## src/rtl/pipe_ctrl_if.sv

```systemverilog
// Handshake bundle between the decode-side hazard/sequencing controller and the pipeline.
// The slave side is the controller; the master side drives ID/EX/MEM/WB status.
interface pipe_ctrl_if;
  logic        id_valid;
  logic        id_rs1_re;
  logic [4:0]  id_rs1;
  logic        id_rs2_re;
  logic [4:0]  id_rs2;
  logic        id_rd_we;
  logic [4:0]  id_rd;
  logic        id_ebreak;
  logic        ex_redirect;
  logic        mem_busy;
  logic        wb_valid;
  logic        wb_we;
  logic [4:0]  wb_rd;
  logic        stall_if_id;
  logic        bubble_id_ex;
  logic        flush_if_id;
  logic        freeze;
  logic        halt;
  logic [31:0] busy_vec;

  modport master (
    output id_valid, id_rs1_re, id_rs1, id_rs2_re, id_rs2, id_rd_we, id_rd, id_ebreak,
    output ex_redirect, mem_busy, wb_valid, wb_we, wb_rd,
    input  stall_if_id, bubble_id_ex, flush_if_id, freeze, halt, busy_vec
  );

  modport slave (
    input  id_valid, id_rs1_re, id_rs1, id_rs2_re, id_rs2, id_rd_we, id_rd, id_ebreak,
    input  ex_redirect, mem_busy, wb_valid, wb_we, wb_rd,
    output stall_if_id, bubble_id_ex, flush_if_id, freeze, halt, busy_vec
  );
endinterface

```

## src/rtl/pipe_ctrl.sv

```systemverilog
// Register scoreboard plus run/drain/halt sequencer for the 5-stage core.
// state     | meaning
// ST_RUN    | normal issue, hazards resolved by stall/bubble
// ST_DRAIN  | ebreak issued, no further issue until in-flight count empties
// ST_HALTED | pipeline empty, halt asserted until reset
module pipe_ctrl #(
  parameter bit WB_BYPASS = 1'b1,
  parameter int CNT_W     = 3
) (
  input logic        clk,
  input logic        rst,
  pipe_ctrl_if.slave bus
);

  typedef enum logic [1:0] {ST_RUN, ST_DRAIN, ST_HALTED} state_e;

  state_e           state_q, state_d;
  logic [31:0]      busy_q, busy_d;
  logic [CNT_W-1:0] cnt_q, cnt_d;
  logic             halt_q, halt_d;
  logic             wb_clr, pend_rs1, pend_rs2, hazard, issue;

  // A write-first register file lets a same-cycle writeback satisfy the read.
  always_comb begin
    wb_clr   = bus.wb_valid & bus.wb_we;
    pend_rs1 = (bus.id_rs1 != 5'd0) & busy_q[bus.id_rs1] &
               ~(WB_BYPASS & wb_clr & (bus.wb_rd == bus.id_rs1));
    pend_rs2 = (bus.id_rs2 != 5'd0) & busy_q[bus.id_rs2] &
               ~(WB_BYPASS & wb_clr & (bus.wb_rd == bus.id_rs2));
    hazard   = bus.id_valid & ((bus.id_rs1_re & pend_rs1) | (bus.id_rs2_re & pend_rs2));
    issue    = (state_q == ST_RUN) & bus.id_valid & ~hazard & ~bus.ex_redirect & ~bus.mem_busy;
  end

  always_comb begin
    state_d          = state_q;
    busy_d           = busy_q;
    cnt_d            = cnt_q;
    bus.stall_if_id  = 1'b0;
    bus.bubble_id_ex = 1'b0;
    bus.flush_if_id  = 1'b0;
    bus.freeze       = 1'b0;

    if (bus.mem_busy) begin
      bus.freeze      = 1'b1;
      bus.stall_if_id = 1'b1;
    end else if (state_q != ST_RUN) begin
      bus.stall_if_id  = 1'b1;
      bus.bubble_id_ex = 1'b1;
      bus.flush_if_id  = bus.ex_redirect;
    end else if (bus.ex_redirect) begin
      bus.flush_if_id  = 1'b1;
      bus.bubble_id_ex = 1'b1;
    end else if (hazard) begin
      bus.stall_if_id  = 1'b1;
      bus.bubble_id_ex = 1'b1;
    end

    // Clear before set so a same-index issue wins over the retire.
    if (wb_clr) busy_d[bus.wb_rd] = 1'b0;
    if (issue & bus.id_rd_we) busy_d[bus.id_rd] = 1'b1;
    busy_d[0] = 1'b0;

    case ({issue, bus.wb_valid})
      2'b10:   cnt_d = cnt_q + CNT_W'(1);
      2'b01:   cnt_d = cnt_q - CNT_W'(1);
      default: cnt_d = cnt_q;
    endcase

    case (state_q)
      ST_RUN: begin
        if (issue & bus.id_ebreak) state_d = ST_DRAIN;
      end
      ST_DRAIN: begin
        if (~bus.mem_busy &
            ((cnt_q == '0) | ((cnt_q == CNT_W'(1)) & bus.wb_valid))) state_d = ST_HALTED;
      end
      ST_HALTED: state_d = ST_HALTED;
      default:   state_d = ST_RUN;
    endcase

    halt_d = (state_d == ST_HALTED);
  end

  always_ff @(posedge clk) begin
    if (rst) begin
      state_q <= ST_RUN;
      busy_q  <= '0;
      cnt_q   <= '0;
      halt_q  <= 1'b0;
    end else begin
      state_q <= state_d;
      busy_q  <= busy_d;
      cnt_q   <= cnt_d;
      halt_q  <= halt_d;
    end
  end

  assign bus.halt     = halt_q;
  assign bus.busy_vec = busy_q;

endmodule

```

## src/flat_wrapper.sv

```systemverilog
// flat-port wrapper written by rule: the top's interface ports become plain ports
module pipe_ctrl_flat 
#(
  parameter bit WB_BYPASS = 1'b1,
  parameter int CNT_W     = 3
)
  (clk, rst, bus_id_valid, bus_id_rs1_re, bus_id_rs1, bus_id_rs2_re, bus_id_rs2, bus_id_rd_we, bus_id_rd, bus_id_ebreak, bus_ex_redirect, bus_mem_busy, bus_wb_valid, bus_wb_we, bus_wb_rd, bus_stall_if_id, bus_bubble_id_ex, bus_flush_if_id, bus_freeze, bus_halt, bus_busy_vec);
  pipe_ctrl_if bus_i ();
  input logic clk;
  input logic rst;
  input wire logic [$bits(bus_i.id_valid)-1:0] bus_id_valid;
  input wire logic [$bits(bus_i.id_rs1_re)-1:0] bus_id_rs1_re;
  input wire logic [$bits(bus_i.id_rs1)-1:0] bus_id_rs1;
  input wire logic [$bits(bus_i.id_rs2_re)-1:0] bus_id_rs2_re;
  input wire logic [$bits(bus_i.id_rs2)-1:0] bus_id_rs2;
  input wire logic [$bits(bus_i.id_rd_we)-1:0] bus_id_rd_we;
  input wire logic [$bits(bus_i.id_rd)-1:0] bus_id_rd;
  input wire logic [$bits(bus_i.id_ebreak)-1:0] bus_id_ebreak;
  input wire logic [$bits(bus_i.ex_redirect)-1:0] bus_ex_redirect;
  input wire logic [$bits(bus_i.mem_busy)-1:0] bus_mem_busy;
  input wire logic [$bits(bus_i.wb_valid)-1:0] bus_wb_valid;
  input wire logic [$bits(bus_i.wb_we)-1:0] bus_wb_we;
  input wire logic [$bits(bus_i.wb_rd)-1:0] bus_wb_rd;
  output wire logic [$bits(bus_i.stall_if_id)-1:0] bus_stall_if_id;
  output wire logic [$bits(bus_i.bubble_id_ex)-1:0] bus_bubble_id_ex;
  output wire logic [$bits(bus_i.flush_if_id)-1:0] bus_flush_if_id;
  output wire logic [$bits(bus_i.freeze)-1:0] bus_freeze;
  output wire logic [$bits(bus_i.halt)-1:0] bus_halt;
  output wire logic [$bits(bus_i.busy_vec)-1:0] bus_busy_vec;
  assign bus_i.id_valid = bus_id_valid;
  assign bus_i.id_rs1_re = bus_id_rs1_re;
  assign bus_i.id_rs1 = bus_id_rs1;
  assign bus_i.id_rs2_re = bus_id_rs2_re;
  assign bus_i.id_rs2 = bus_id_rs2;
  assign bus_i.id_rd_we = bus_id_rd_we;
  assign bus_i.id_rd = bus_id_rd;
  assign bus_i.id_ebreak = bus_id_ebreak;
  assign bus_i.ex_redirect = bus_ex_redirect;
  assign bus_i.mem_busy = bus_mem_busy;
  assign bus_i.wb_valid = bus_wb_valid;
  assign bus_i.wb_we = bus_wb_we;
  assign bus_i.wb_rd = bus_wb_rd;
  assign bus_stall_if_id = bus_i.stall_if_id;
  assign bus_bubble_id_ex = bus_i.bubble_id_ex;
  assign bus_flush_if_id = bus_i.flush_if_id;
  assign bus_freeze = bus_i.freeze;
  assign bus_halt = bus_i.halt;
  assign bus_busy_vec = bus_i.busy_vec;
  pipe_ctrl #(.WB_BYPASS(WB_BYPASS), .CNT_W(CNT_W)) u_core (.clk(clk), .rst(rst), .bus(bus_i));
endmodule
```

## config.mk

```make
export PLATFORM = sky130hd
export DESIGN_NAME = pipe_ctrl_flat
export DESIGN_NICKNAME = d
export VERILOG_FILES = /design/src/rtl/pipe_ctrl_if.sv /design/src/rtl/pipe_ctrl.sv /design/src/flat_wrapper.sv
export SDC_FILE = /design/constraint.sdc
export NUM_CORES = 1
export LEC_CHECK = 0
export BUFFER_PORTS_ARGS = -buffer_cell sky130_fd_sc_hd__buf_2
export CORE_UTILIZATION = 59
export CTS_BUF_LIST = sky130_fd_sc_hd__clkbuf_2 sky130_fd_sc_hd__clkbuf_4 sky130_fd_sc_hd__clkbuf_8
export DETAILED_ROUTE_END_ITERATION = 8
export PLACE_DENSITY = 0.95
export SETUP_SLACK_MARGIN = 0.2
export SYNTH_ARGS = -nofsm -noshare
export SYNTH_HDL_FRONTEND = slang
export SYNTH_SLANG_ARGS = --single-unit
export TNS_END_PERCENT = 30
```

## constraint.sdc

```tcl
create_clock -name clk -period 5.9 [get_ports clk]
set_input_delay 1.18 -clock clk [delete_from_list [all_inputs] [get_ports clk]]
set_output_delay 1.18 -clock clk [all_outputs]
set_load 0.02 [all_outputs]
```

==> impl_metrics.env <==
export IMPL_fmax_ghz=0.224
export IMPL_p_int_w=0.000396
export IMPL_hpwl_mm=5.55
export IMPL_grt_pass1_vias=2459
export IMPL_synth_edf_count=0
export IMPL_switchingPower_w=0.000162
export IMPL_viasPerCell=6.85
export IMPL_num_rows=23
export IMPL_netlist_area_mm2=0.00259
export IMPL_diodes=0
export IMPL_wire_per_inst_um=19.8
export IMPL_critPathCaptureType="output pin"
export IMPL_setup_tns_final_ps=0
export IMPL_ir_worst_vdd_v=0.000162
export IMPL_hold_viol=0
export IMPL_tritoncts_num_buffers=5
export IMPL_synth_top_area_share_pct=28.5
export IMPL_worstHoldStart="u_core.cnt_q[2]"
export IMPL_die_area_mm2=0.00467
export IMPL_slowest_delay_ps=550
export IMPL_path_depth=8
export IMPL_grtUsageTotal_pct=34.1
export IMPL_hold_depth=2
export IMPL_via_count=2665
export IMPL_cts_resized=0
export IMPL_final_common_cell="buf_2"
export IMPL_clock_sinks=37
export IMPL_r2r_cells=9
export IMPL_first_pass_iters=5
export IMPL_rsz0062_at_grt="false"
export IMPL_ys_flop_type="dfxtp_1"
export IMPL_ant_nets=0
export IMPL_pwr_density_cell_mw_per_mm2=189
export IMPL_clock_path_buffers=2
export IMPL_tightest_slew_ps=708
export IMPL_fin_skew_ps=8.34
export IMPL_layout_nets=374
export IMPL_finalCritPeriodShare_pct=75.7
export IMPL_crit_buf_inv=2
export IMPL_crit_type="primary input to output pin"
export IMPL_p_leak_nw=1.18
export IMPL_r2r_end="u_core.cnt_q[2]"
export IMPL_initial_core_util_pct=63.1
export IMPL_post_cts_buffers=0
export IMPL_wl_mm=7.70
export IMPL_reg2reg_slack_ps=2710
export IMPL_slew_violations=0
export IMPL_clock_latency_ps=300
export IMPL_cp_common_cell="buf_2"
export IMPL_status="finished clean"
export IMPL_die_y_um=68.3
export IMPL_whs_endpoint="u_core.cnt_q[2]"
export IMPL_holdBufCountCts=0
export IMPL_drtIter0Drc=405
export IMPL_crit_slowest_cell="mux4_2"
export IMPL_yosysUniqueCellTypes=47
export IMPL_cts_tree="yes"
export IMPL_core_area_mm2=0.00412
export IMPL_cts_root_buf="clkbuf_8"
export IMPL_globalRouteOverflowTotal=0
export IMPL_drcViolationCount=0
export IMPL_final_cell_mix="66 x buf_2, 37 x dfxtp_1, 24 x nand2_1"
export IMPL_grt_max_degree=39
export IMPL_holdWs_ps=550
export IMPL_syn_area_per_cell_um2=8.98
export IMPL_areaGrowthSynthToFinish_pct=13.7
export IMPL_syn_inst=289
export IMPL_pwr_share_clk_pct=35.3
export IMPL_antenna_found_initial=0
export IMPL_synthArstFlopShare_pct=0
export IMPL_crit_path_start_kind="primary input"
export IMPL_dp_slack_ps=1480
export IMPL_gp_congestion=0.930
export IMPL_path_max_fanout=12
export IMPL_timing_final_ws_setup_ps=1440
export IMPL_pin_count=68
export IMPL_synth_nets=325
export IMPL_setup_violations=0
export IMPL_relSlewSlack_pct=52.8
export IMPL_path_delay_family="multiplexers"
export IMPL_yosys_register_bits=37
export IMPL_yosys_area_top_type="dfxtp_1"
export IMPL_p_comb_share_pct=18.7
export IMPL_port_buffer_count=66
export IMPL_yosys_warnings=0
export IMPL_worstPathArrival_ps=3280
export IMPL_grt_pass1_wl_mm=11.5
export IMPL_cap_violations=0
export IMPL_critical_path_cell_chain="buf_2, mux4_2, mux2_2, nand2_1, nand3_1, a32oi_1, o21bai_1, buf_2"
export IMPL_cts_reportedPaths_clkPinSlew_ps=70
export IMPL_cts_htree_levels=2
export IMPL_seq_area_frac_synth_pct=28.5
export IMPL_die_w_um=68.3
export IMPL_power_switching_share_pct=29.0
export IMPL_worstReg2RegStart="u_core.bus.busy_vec[27]"
export IMPL_drive_gt1_share_pct=27.1
export IMPL_required_ps=4720
export IMPL_ys_top_cells_by_area="dfxtp_1 29%, mux4_2 7.8%, nand3b_1 6.7%"
export IMPL_power_frac_seq_pct=46.0
export IMPL_hold_class="flip-flop to flip-flop"
export IMPL_min_period_ps=4460
## registers in the layout, indices dropped and copies added (netlist names)
signal               flops
u_core.state_q           2
u_core.bus.halt          1
u_core.bus.busy_vec     31
u_core.cnt_q             3
## worst reg2reg max path: cells and delay by family (launching register included)
| family | cells | cell delay, ps |
|---|---|---|
| simple gates | 4 | 1020 |
| fa+ha+maj | 1 | 350 |
| mux | 2 | 760 |
| flops | 1 | 360 |
| compound gates | 2 | 630 |
## logic make-up after synthesis
logic type / share of synthesized area (%)
AOI/OAI and AO/OA: 19.9
xor gates and xnor gates: 4.39
adders and majority gates: 2.41
buffers and inverters: 5.93
DFF: 28.5
muxes: 14.2
other: 0.145
and+or+nand+nor: 24.4
## layer usage
layer | wire, um | global-route usage (%) | vias up | share of wire (%)
met1 | 2970 | 41.9 | 1259 | 39
met4 | 228 | 17.2 | 0 | 3.0
met5 | 0 | 0 | - | 0
met3 | 809 | 8.67 | 29 | 11
met2 | 3700 | 54.9 | 178 | 48
li1 | - | - | 1199 | -
## layout make-up
class                           instances  area, um2
Multi-Input combinational cell        224       1700
Fill cell                             314       1160
Sequential cell                        37        741
Timing Repair Buffer                   66        330
Clock buffer                            7       96.3
Tap cell                               50       62.6
Inverter                                4       15.0
Clock inverter                          1       5.00
## worst max-delay path by stage
| stage | endpoint | slack (ps) | start |
|---|---|---|---|
| after floorplan | bus_stall_if_id | 2040 | bus_id_rs2[0] |
| after global placement | bus_stall_if_id | 1620 | bus_id_rs1[0] |
| after detailed placement | bus_stall_if_id | 1480 | bus_id_rs1[0] |
| after CTS | bus_stall_if_id | 1480 | bus_id_rs1[0] |
| after global routing | bus_stall_if_id | 1390 | bus_id_rs1[0] |
| final | bus_stall_if_id | 1440 | bus_id_rs1[0] |
## cell usage after synthesis, types with 5 or more instances
master	instances
nand2b_1	6
xnor2_1	9
nand2_1	24
o21ai_0	18
mux2_2	5
mux4_2	9
mux2i_1	11
nor2_1	7
nor3_1	6
nor2b_1	18
ha_1	5
or3_1	5
dfxtp_1	37
nand3b_1	23
o41ai_1	14
clkbuf_1	15
o31ai_1	18
nand3_1	8
## stage by stage
step	utilization [%]	area (um2)	cells	power, W
6_report	71.7	2950	389	0.000558
5_1_grt	71.7	2950	389	0.000575
4_1_cts	71.7	2950	389	0.000558
3_5_place_dp	69.2	2850	381	0.000364
3_3_place_gp	69.2	2850	381	0.000359
2_1_floorplan	-	2590	289	0.000339
## power by group through the flow
stage	clock, W	sequential, W	combinational [W]
CTS	0.000199	0.000257	0.000103
floorplan	0	0.000262	0.0000761
finish	0.000197	0.000257	0.000105
global route	0.000205	0.000257	0.000113
global placement	0	0.000262	0.0000968
detailed placement	0	0.000263	0.000102
Power figures use the tool's default switching activity.
